[src/rtl/enet_pkg.sv]
// Shared definitions for the ENET RX queue configuration bank: register index map,
// CTRL bit positions, the per-queue config record and the shadow-write clamp helpers.
package enet_pkg;

  localparam int RSFL_IDX = 0;
  localparam int RSEM_IDX = 1;
  localparam int RAFL_IDX = 2;
  localparam int RAEM_IDX = 3;
  localparam int FTRL_IDX = 4;
  localparam int RDSR_IDX = 5;
  localparam int CTRL_IDX = 6;
  localparam int RSVD_IDX = 7;
  localparam int NUM_IDX  = 8;

  localparam int CTRL_COMMIT_BIT  = 0;
  localparam int CTRL_DISCARD_BIT = 1;

  localparam logic [7:0] RAEM_MIN = 8'd4;

  typedef enum logic {Q_IDLE, Q_PEND} qstate_t;

  typedef struct packed {
    logic [7:0]  rsfl;
    logic [4:0]  rsem_stat;
    logic [7:0]  rsem_rx;
    logic [7:0]  rafl;
    logic [7:0]  raem;
    logic [13:0] ftrl;
    logic [31:0] rdsr;
  } qcfg_t;

  // Level thresholds stay DEPTH-4 below full; FIFOs deeper than 256 just saturate the 8-bit field.
  function automatic logic [7:0] level_bound(input int fifo_aw);
    if (fifo_aw <= 8) return 8'((1 << fifo_aw) - 4);
    return 8'hff;
  endfunction

  function automatic logic [7:0] clamp_max(input logic [7:0] v, input logic [7:0] bound);
    return (v > bound) ? bound : v;
  endfunction

  function automatic logic [7:0] clamp_rsfl(input logic [7:0] v, input logic [7:0] bound);
    return (v == 8'd0) ? 8'd0 : clamp_max(v, bound);
  endfunction

  function automatic logic [7:0] clamp_raem(input logic [7:0] v);
    return (v < RAEM_MIN) ? RAEM_MIN : v;
  endfunction

  function automatic qcfg_t cfg_reset(input int fifo_aw, input logic [13:0] ftrl_rst);
    qcfg_t c;
    c      = '0;
    c.rafl = level_bound(fifo_aw);
    c.raem = RAEM_MIN;
    c.ftrl = ftrl_rst;
    return c;
  endfunction

endpackage

[src/rtl/FF_D_with_wen.sv]
// Generic D register with write enable and asynchronous active-low reset to a parameterised value.
module FF_D_with_wen #(
  parameter int           W   = 1,
  parameter logic [W-1:0] RST = '0
) (
  input  logic         clk,
  input  logic         rst_n,
  input  logic         wen,
  input  logic [W-1:0] d,
  output logic [W-1:0] q
);

  always_ff @(posedge clk or negedge rst_n) begin
    if (!rst_n) q <= RST;
    else if (wen) q <= d;
  end

endmodule

[src/rtl/enet_rx_qcfg_slot.sv]
// One RX queue's configuration slot: clamped shadow copy, atomically committed active copy,
// IDLE/PEND commit FSM and the registered FIFO-level flags.
module enet_rx_qcfg_slot
  import enet_pkg::*;
#(
  parameter int          FIFO_AW  = 7,
  parameter logic [13:0] FTRL_RST = 14'h7ff
) (
  input  logic                    rx_clk,
  input  logic                    rst_n,
  input  logic [CTRL_IDX:0]       wsel,
  input  logic [31:0]             wdata,
  input  logic                    rx_idle,
  input  logic [FIFO_AW:0]        level,
  output logic [NUM_IDX*32-1:0]   rd_words,
  output logic [7:0]              rsfl,
  output logic [4:0]              rsem_stat,
  output logic [7:0]              rsem_rx,
  output logic [7:0]              rafl,
  output logic [7:0]              raem,
  output logic [13:0]             ftrl,
  output logic [31:0]             rdsr,
  output logic                    cfg_pending,
  output logic                    cfg_applied,
  output logic                    almost_full,
  output logic                    almost_empty,
  output logic                    sect_full
);

  localparam logic [7:0]    BOUND   = level_bound(FIFO_AW);
  localparam qcfg_t         CFG_RST = cfg_reset(FIFO_AW, FTRL_RST);
  localparam int            CW      = (FIFO_AW + 2 > 9) ? FIFO_AW + 2 : 9;
  localparam logic [CW-1:0] DEPTH_C = CW'(2 ** FIFO_AW);

  qcfg_t         shadow, shadow_d, active_q;
  logic          shadow_wen, commit, discard, apply;
  qstate_t       state, state_d;
  logic          applied_q, af_q, ae_q, sf_q;
  logic [CW-1:0] lvl;

  // DISCARD dominates COMMIT when both bits arrive in one write.
  assign discard    = wsel[CTRL_IDX] & wdata[CTRL_DISCARD_BIT];
  assign commit     = wsel[CTRL_IDX] & wdata[CTRL_COMMIT_BIT] & ~wdata[CTRL_DISCARD_BIT];
  assign shadow_wen = (|wsel[RDSR_IDX:RSFL_IDX]) | discard;

  always_comb begin
    shadow_d = shadow;
    if (wsel[RSFL_IDX]) shadow_d.rsfl = clamp_rsfl(wdata[7:0], BOUND);
    if (wsel[RSEM_IDX]) begin
      shadow_d.rsem_stat = wdata[20:16];
      shadow_d.rsem_rx   = wdata[7:0];
    end
    if (wsel[RAFL_IDX]) shadow_d.rafl = clamp_max(wdata[7:0], BOUND);
    if (wsel[RAEM_IDX]) shadow_d.raem = clamp_raem(wdata[7:0]);
    if (wsel[FTRL_IDX]) shadow_d.ftrl = wdata[13:0];
    if (wsel[RDSR_IDX]) shadow_d.rdsr = {wdata[31:3], 3'b000};
    if (discard)        shadow_d = active_q;
  end

  FF_D_with_wen #(.W($bits(qcfg_t)), .RST(CFG_RST)) u_shadow (
    .clk(rx_clk), .rst_n(rst_n), .wen(shadow_wen), .d(shadow_d), .q(shadow)
  );

  // Active copy samples the shadow as it stood before any same-cycle shadow write.
  FF_D_with_wen #(.W($bits(qcfg_t)), .RST(CFG_RST)) u_active (
    .clk(rx_clk), .rst_n(rst_n), .wen(apply), .d(shadow), .q(active_q)
  );

  always_ff @(posedge rx_clk or negedge rst_n) begin
    if (!rst_n) begin
      state     <= Q_IDLE;
      applied_q <= 1'b0;
    end else begin
      state     <= state_d;
      applied_q <= apply;
    end
  end

  always_comb begin
    state_d = state;
    apply   = 1'b0;
    case (state)
      Q_IDLE: if (commit) state_d = Q_PEND;
      Q_PEND: begin
        if (!discard && rx_idle) begin
          apply   = 1'b1;
          state_d = Q_IDLE;
        end
      end
      default: state_d = Q_IDLE;
    endcase
    if (discard) state_d = Q_IDLE;
  end

  assign lvl = CW'(level);

  always_ff @(posedge rx_clk or negedge rst_n) begin
    if (!rst_n) begin
      af_q <= 1'b0;
      ae_q <= 1'b0;
      sf_q <= 1'b0;
    end else begin
      af_q <= lvl >= (DEPTH_C - CW'(active_q.rafl));
      ae_q <= lvl <= CW'(active_q.raem);
      sf_q <= (active_q.rsfl != 8'd0) && (lvl >= CW'(active_q.rsfl));
    end
  end

  always_comb begin
    rd_words = '0;
    rd_words[RSFL_IDX*32 +: 32] = {24'd0, shadow.rsfl};
    rd_words[RSEM_IDX*32 +: 32] = {11'd0, shadow.rsem_stat, 8'd0, shadow.rsem_rx};
    rd_words[RAFL_IDX*32 +: 32] = {24'd0, shadow.rafl};
    rd_words[RAEM_IDX*32 +: 32] = {24'd0, shadow.raem};
    rd_words[FTRL_IDX*32 +: 32] = {18'd0, shadow.ftrl};
    rd_words[RDSR_IDX*32 +: 32] = shadow.rdsr;
    rd_words[CTRL_IDX*32 +: 32] = {31'd0, cfg_pending};
  end

  assign cfg_pending  = (state == Q_PEND);
  assign cfg_applied  = applied_q;
  assign almost_full  = af_q;
  assign almost_empty = ae_q;
  assign sect_full    = sf_q;
  assign rsfl         = active_q.rsfl;
  assign rsem_stat    = active_q.rsem_stat;
  assign rsem_rx      = active_q.rsem_rx;
  assign rafl         = active_q.rafl;
  assign raem         = active_q.raem;
  assign ftrl         = active_q.ftrl;
  assign rdsr         = active_q.rdsr;

endmodule

[src/rtl/enet_rx_queue_cfg_reg.sv]
// Multi-queue ENET RX threshold/config register bank: address decode to per-queue slots
// and a registered read mux over the shadow values.
module enet_rx_queue_cfg_reg
  import enet_pkg::*;
#(
  parameter int          NUM_Q    = 2,
  parameter int          FIFO_AW  = 7,
  parameter logic [13:0] FTRL_RST = 14'h7ff,
  localparam int         QW       = (NUM_Q > 1) ? $clog2(NUM_Q) : 1,
  localparam int         ADDR_W   = QW + 3
) (
  input  logic                       rx_clk,
  input  logic                       rst_n,
  input  logic                       reg_wen,
  input  logic [ADDR_W-1:0]          reg_waddr,
  input  logic [31:0]                reg_wdata,
  input  logic [ADDR_W-1:0]          reg_raddr,
  output logic [31:0]                reg_rdata,
  input  logic [NUM_Q-1:0]           rx_idle,
  input  logic [NUM_Q*(FIFO_AW+1)-1:0] rx_fifo_level,
  output logic [NUM_Q*8-1:0]         rsfl,
  output logic [NUM_Q*5-1:0]         rsem_stat,
  output logic [NUM_Q*8-1:0]         rsem_rx,
  output logic [NUM_Q*8-1:0]         rafl,
  output logic [NUM_Q*8-1:0]         raem,
  output logic [NUM_Q*14-1:0]        ftrl,
  output logic [NUM_Q*32-1:0]        rdsr,
  output logic [NUM_Q-1:0]           cfg_pending,
  output logic [NUM_Q-1:0]           cfg_applied,
  output logic [NUM_Q-1:0]           almost_full,
  output logic [NUM_Q-1:0]           almost_empty,
  output logic [NUM_Q-1:0]           sect_full
);

  logic [QW-1:0]           wq, rq;
  logic [2:0]              widx, ridx;
  logic [NUM_IDX*32-1:0]   slot_words [NUM_Q];
  logic [31:0]             rdata_d;

  assign wq   = reg_waddr[ADDR_W-1:3];
  assign widx = reg_waddr[2:0];
  assign rq   = reg_raddr[ADDR_W-1:3];
  assign ridx = reg_raddr[2:0];

  // Queues beyond NUM_Q have no slot, so their writes fall away and reads stay zero.
  for (genvar g = 0; g < NUM_Q; g++) begin : g_slot
    logic [CTRL_IDX:0] wsel;

    always_comb begin
      wsel = '0;
      for (int i = 0; i <= CTRL_IDX; i++)
        wsel[i] = reg_wen && (wq == QW'(g)) && (widx == 3'(i));
    end

    enet_rx_qcfg_slot #(.FIFO_AW(FIFO_AW), .FTRL_RST(FTRL_RST)) u_slot (
      .rx_clk       (rx_clk),
      .rst_n        (rst_n),
      .wsel         (wsel),
      .wdata        (reg_wdata),
      .rx_idle      (rx_idle[g]),
      .level        (rx_fifo_level[g*(FIFO_AW+1) +: FIFO_AW+1]),
      .rd_words     (slot_words[g]),
      .rsfl         (rsfl[g*8 +: 8]),
      .rsem_stat    (rsem_stat[g*5 +: 5]),
      .rsem_rx      (rsem_rx[g*8 +: 8]),
      .rafl         (rafl[g*8 +: 8]),
      .raem         (raem[g*8 +: 8]),
      .ftrl         (ftrl[g*14 +: 14]),
      .rdsr         (rdsr[g*32 +: 32]),
      .cfg_pending  (cfg_pending[g]),
      .cfg_applied  (cfg_applied[g]),
      .almost_full  (almost_full[g]),
      .almost_empty (almost_empty[g]),
      .sect_full    (sect_full[g])
    );
  end

  always_comb begin
    rdata_d = '0;
    for (int q = 0; q < NUM_Q; q++)
      if (rq == QW'(q)) rdata_d = slot_words[q][ridx*32 +: 32];
  end

  always_ff @(posedge rx_clk or negedge rst_n) begin
    if (!rst_n) reg_rdata <= '0;
    else        reg_rdata <= rdata_d;
  end

endmodule

[config.mk]
export PLATFORM = sky130hd
export DESIGN_NAME = enet_rx_queue_cfg_reg
export DESIGN_NICKNAME = d
export VERILOG_FILES = /design/src/rtl/enet_pkg.sv /design/src/rtl/FF_D_with_wen.sv /design/src/rtl/enet_rx_qcfg_slot.sv /design/src/rtl/enet_rx_queue_cfg_reg.sv
export SDC_FILE = /design/constraint.sdc
export NUM_CORES = 1
export LEC_CHECK = 0
export CORE_UTILIZATION = 35
export CTS_BUF_LIST = sky130_fd_sc_hd__clkbuf_8
export CTS_CLUSTER_DIAMETER = 80
export DETAILED_ROUTE_END_ITERATION = 12
export PLACE_DENSITY_LB_ADDON = 0.15
export SYNTH_ARGS = -nofsm -noshare
export SYNTH_HDL_FRONTEND = slang
export SYNTH_SLANG_ARGS = --single-unit
[constraint.sdc]
create_clock -name rx_clk -period 2.3 [get_ports rx_clk]
set_input_delay 0.46 -clock rx_clk [delete_from_list [all_inputs] [get_ports rx_clk]]
set_output_delay 0.46 -clock rx_clk [all_outputs]
set_load 0.05 [all_outputs]
==> metrics.txt <==
outcome finished clean; Yosys top cell by area dfrtp_1; largest net degree at the start of global routing 59; final setup fails 0; CP delay by family, top buffers and inverters; Peak VDD IR 0.388 mV; Rows 83; synthesized flop and latch total 374; headroom to the max-slew limit 0.412; final hold violations 0; Avg Vias per Cell 5.05; first-pass GRT wire length 87.6 mm; number of stages on the worst setup path 1; Reg clk slew, reported paths 60 ps; Mapped Area 0.0182 sq mm; Synth-to-Final Area Change 29.2%; Root Buffer clkbuf_8; Detailed Routing Iterations Pass 1 6; die height 230 microns; most common cell after layout, fill and taps aside dfrtp_1; CTS Sinks 374; Crit Path Class reg2out; RR Endpoint g_slot[0].u_slot.almost_full; Tot GR Track Use 0.220; port bufs 268; CP peak stage delay 800 ps; Min-Delay Path Class in2async; Die ar. 0.0530 sq mm; Chip Width 230 microns; number of CTS-inserted buffers 71; CP Buf/Inv Count 1; Placed Area 0.0223 sq mm; Setup crit start g_slot[1].u_slot.cfg_applied; RSZ-0062 raised after global routing true; number of global-route vias before repair 13,400; # nets final 1,899; Synth Area per Inst 12.7 sq um; CP Data Required Time 1840 ps; startpoint types flip-flop; final instance area 0.0236 sq mm; Fin Hold WS 365 ps; routed wire length 57.5 mm; Filler cells 4,797; critical path fanouts, max 1; global placer's final weighted congestion 0.881; Post-CTS Setup Bufs 0; fin crit share 0.972; Critical Path, Cell by Cell clkdlybuf4s50_1; layout cells sized above 1 0.294; Routed Antenna Nets 0; Clock Skews 23.8 ps; I/O Pins 269; top routing layer in use met5; total power density per cell area 860 mW/mm^2; sequential share of the synthesized area 0.518; Main synth FF type dfrtp_1; core area 0.0514 sq mm; crit path max-delay cell type clkdlybuf4s50_1; Clock Latency Late Sink 640 ps; met3 wire len 3.30 mm; GR Overflow Total 0; Max Root-Sink Buffers 3; CP arrival 1780 ps; Syn Nets 1,547; metal2 WL 27.0 mm; initial antenna violation count 6; EDFF count, synth 0; starting density of the core 0.355; commonest cells after routing, fill and taps aside dfrtp_1 (306), dlygate4sd2_1 (154), nand2_1 (126); max-slew violations 0; Tightest Pin Transition 879 ps; DRC violations left 0; top cells by area, synth dfrtp_1 (42%), dfstp_2 (9.8%), mux2_4 (9.5%); hpwl dp 41.7 mm; dpl cells 2,394; H-tree Lvls 3; drt wl/cell 22.8 microns; Vias 12,800; CTS tree built; crit path to cfg_applied[1]; R2R setup slack 90 ps; M1 WL 25.7 mm; depth of the most critical reg-to-reg path 7; Max-Cap Viols 0; Gate Count Post-Synth 1,436; Synth top area share 0.420; CP endpoint kind output pin; min Tclk post-route 2240 ps; Lkg Pwr 11.6 nW; worst r2r src g_slot[0].u_slot.u_active.q[59]; Finished Layout Cells 2,524; Unique masters post-synth 58; asr flop ratio synth 1.00; Max Freq 447 MHz; Syn. warnings 0; initial DRC count 702
[power breakdown]
group | switching (mW) | leakage [nW] | internal, mW
registers | 0.969 | 4.78 | 7.79
logic | 2.98 | 5.97 | 2.04
clock network | 2.94 | 0.835 | 3.54
total | 6.89 | 11.6 | 13.4
[synth_stat cells, types with 3 or more instances]
cell type  number
o211a_1         3
nand2b_1        7
and2_1          8
xor2_1          6
nor2_1         66
dfrtp_1       306
xnor2_1         4
a31oi_1        10
dfstp_2        68
nand2_1       126
a211oi_1        8
a21o_1         31
buf_6          20
nand3b_1        5
ha_1           50
a221o_1        26
a21oi_1         9
nor3_1         10
inv_1          51
buf_2          35
nor2b_1         7
mux2_4        116
o21a_1          3
a22o_1         38
nor4_1          5
a221oi_1        7
o221ai_1        7
nand3_1         7
or4_1           3
nand4_1         5
mux4_2         28
nor2_2          3
mux2_2         56
mux2i_1       119
buf_4          20
or3_1           4
o21ai_0       104
buf_1           3
clkbuf_1       27
[cell families (layout without fill, tap and decap cells)]
family	after synthesis	in the layout	share of synthesized area
and+or+nand+nor	271	271	0.0698
xor gates and xnor gates	10	10	0.00480
adders and majority gates	50	50	0.0343
DFF	374	374	0.518
AOI/OAI and AO/OA	256	256	0.0966
muxes	319	319	0.230
buffers and inverters	156	563	0.0468
other	0	1	0
[what timing repair did]
item	in CTS	in global routing
endpoints found under the setup margin	160	8
hold buffers	1	0
endpoints found under the hold margin	39	0
resized for setup	166	14
[registers in the layout, indices dropped and copies added (netlist names)]
| name | cells |
|---|---|
| g_slot.u_slot.u_shadow.q | 166 |
| reg_rdata | 32 |
| g_slot.u_slot.sect_full | 2 |
| g_slot.u_slot.u_active.q | 166 |
| g_slot.u_slot.almost_empty | 2 |
| g_slot.u_slot.almost_full | 2 |
| g_slot.u_slot.cfg_pending | 2 |
| g_slot.u_slot.cfg_applied | 2 |
[how the worst min path moves through the flow]
stage	startpoint	end	slack (ps)	cells past startpoint
finish	rst_n	g_slot[0].u_slot.u_active.q[47]	360	2
global route	reg_raddr[0]	reg_rdata[0]	370	3
CTS	rst_n	g_slot[0].u_slot.u_active.q[61]	340	2
detailed placement	rst_n	g_slot[0].u_slot.almost_empty	440	1
global placement	rst_n	g_slot[0].u_slot.sect_full	430	1
floorplan	rst_n	g_slot[0].u_slot.almost_empty	160	0
[stage by stage]
step	power, mW	utilization	setup TNS [ps]	setup WS [ps]
floorplan	12.0	-	0	66.7
global placement	14.0	0.434	-6990	-142
detailed placement	14.1	0.434	-8240	-144
CTS	20.5	0.458	0	0.845
global route	21.3	0.458	-23.9	-22.2
finish	20.3	0.458	0	64.2
[layer usage]
metal,track usage,vias up
li1,-,5889
met5,0,-
met3,0.0558,91
met4,0.0697,6
met1,0.292,6431
met2,0.352,341
[cell type report]
type                       instances  area, sq um  area share
timing repair buffer             384         3670       0.156
antenna                            1         2.50    0.000106
sequential                       374         9440       0.401
clock buffer                      87         1200      0.0508
clock inverter                    41          215     0.00913
multi-input combinational        906         7990       0.339
tap                              680          851      0.0361
inverter                          51          191     0.00812
(Power assumes the default switching activity.)
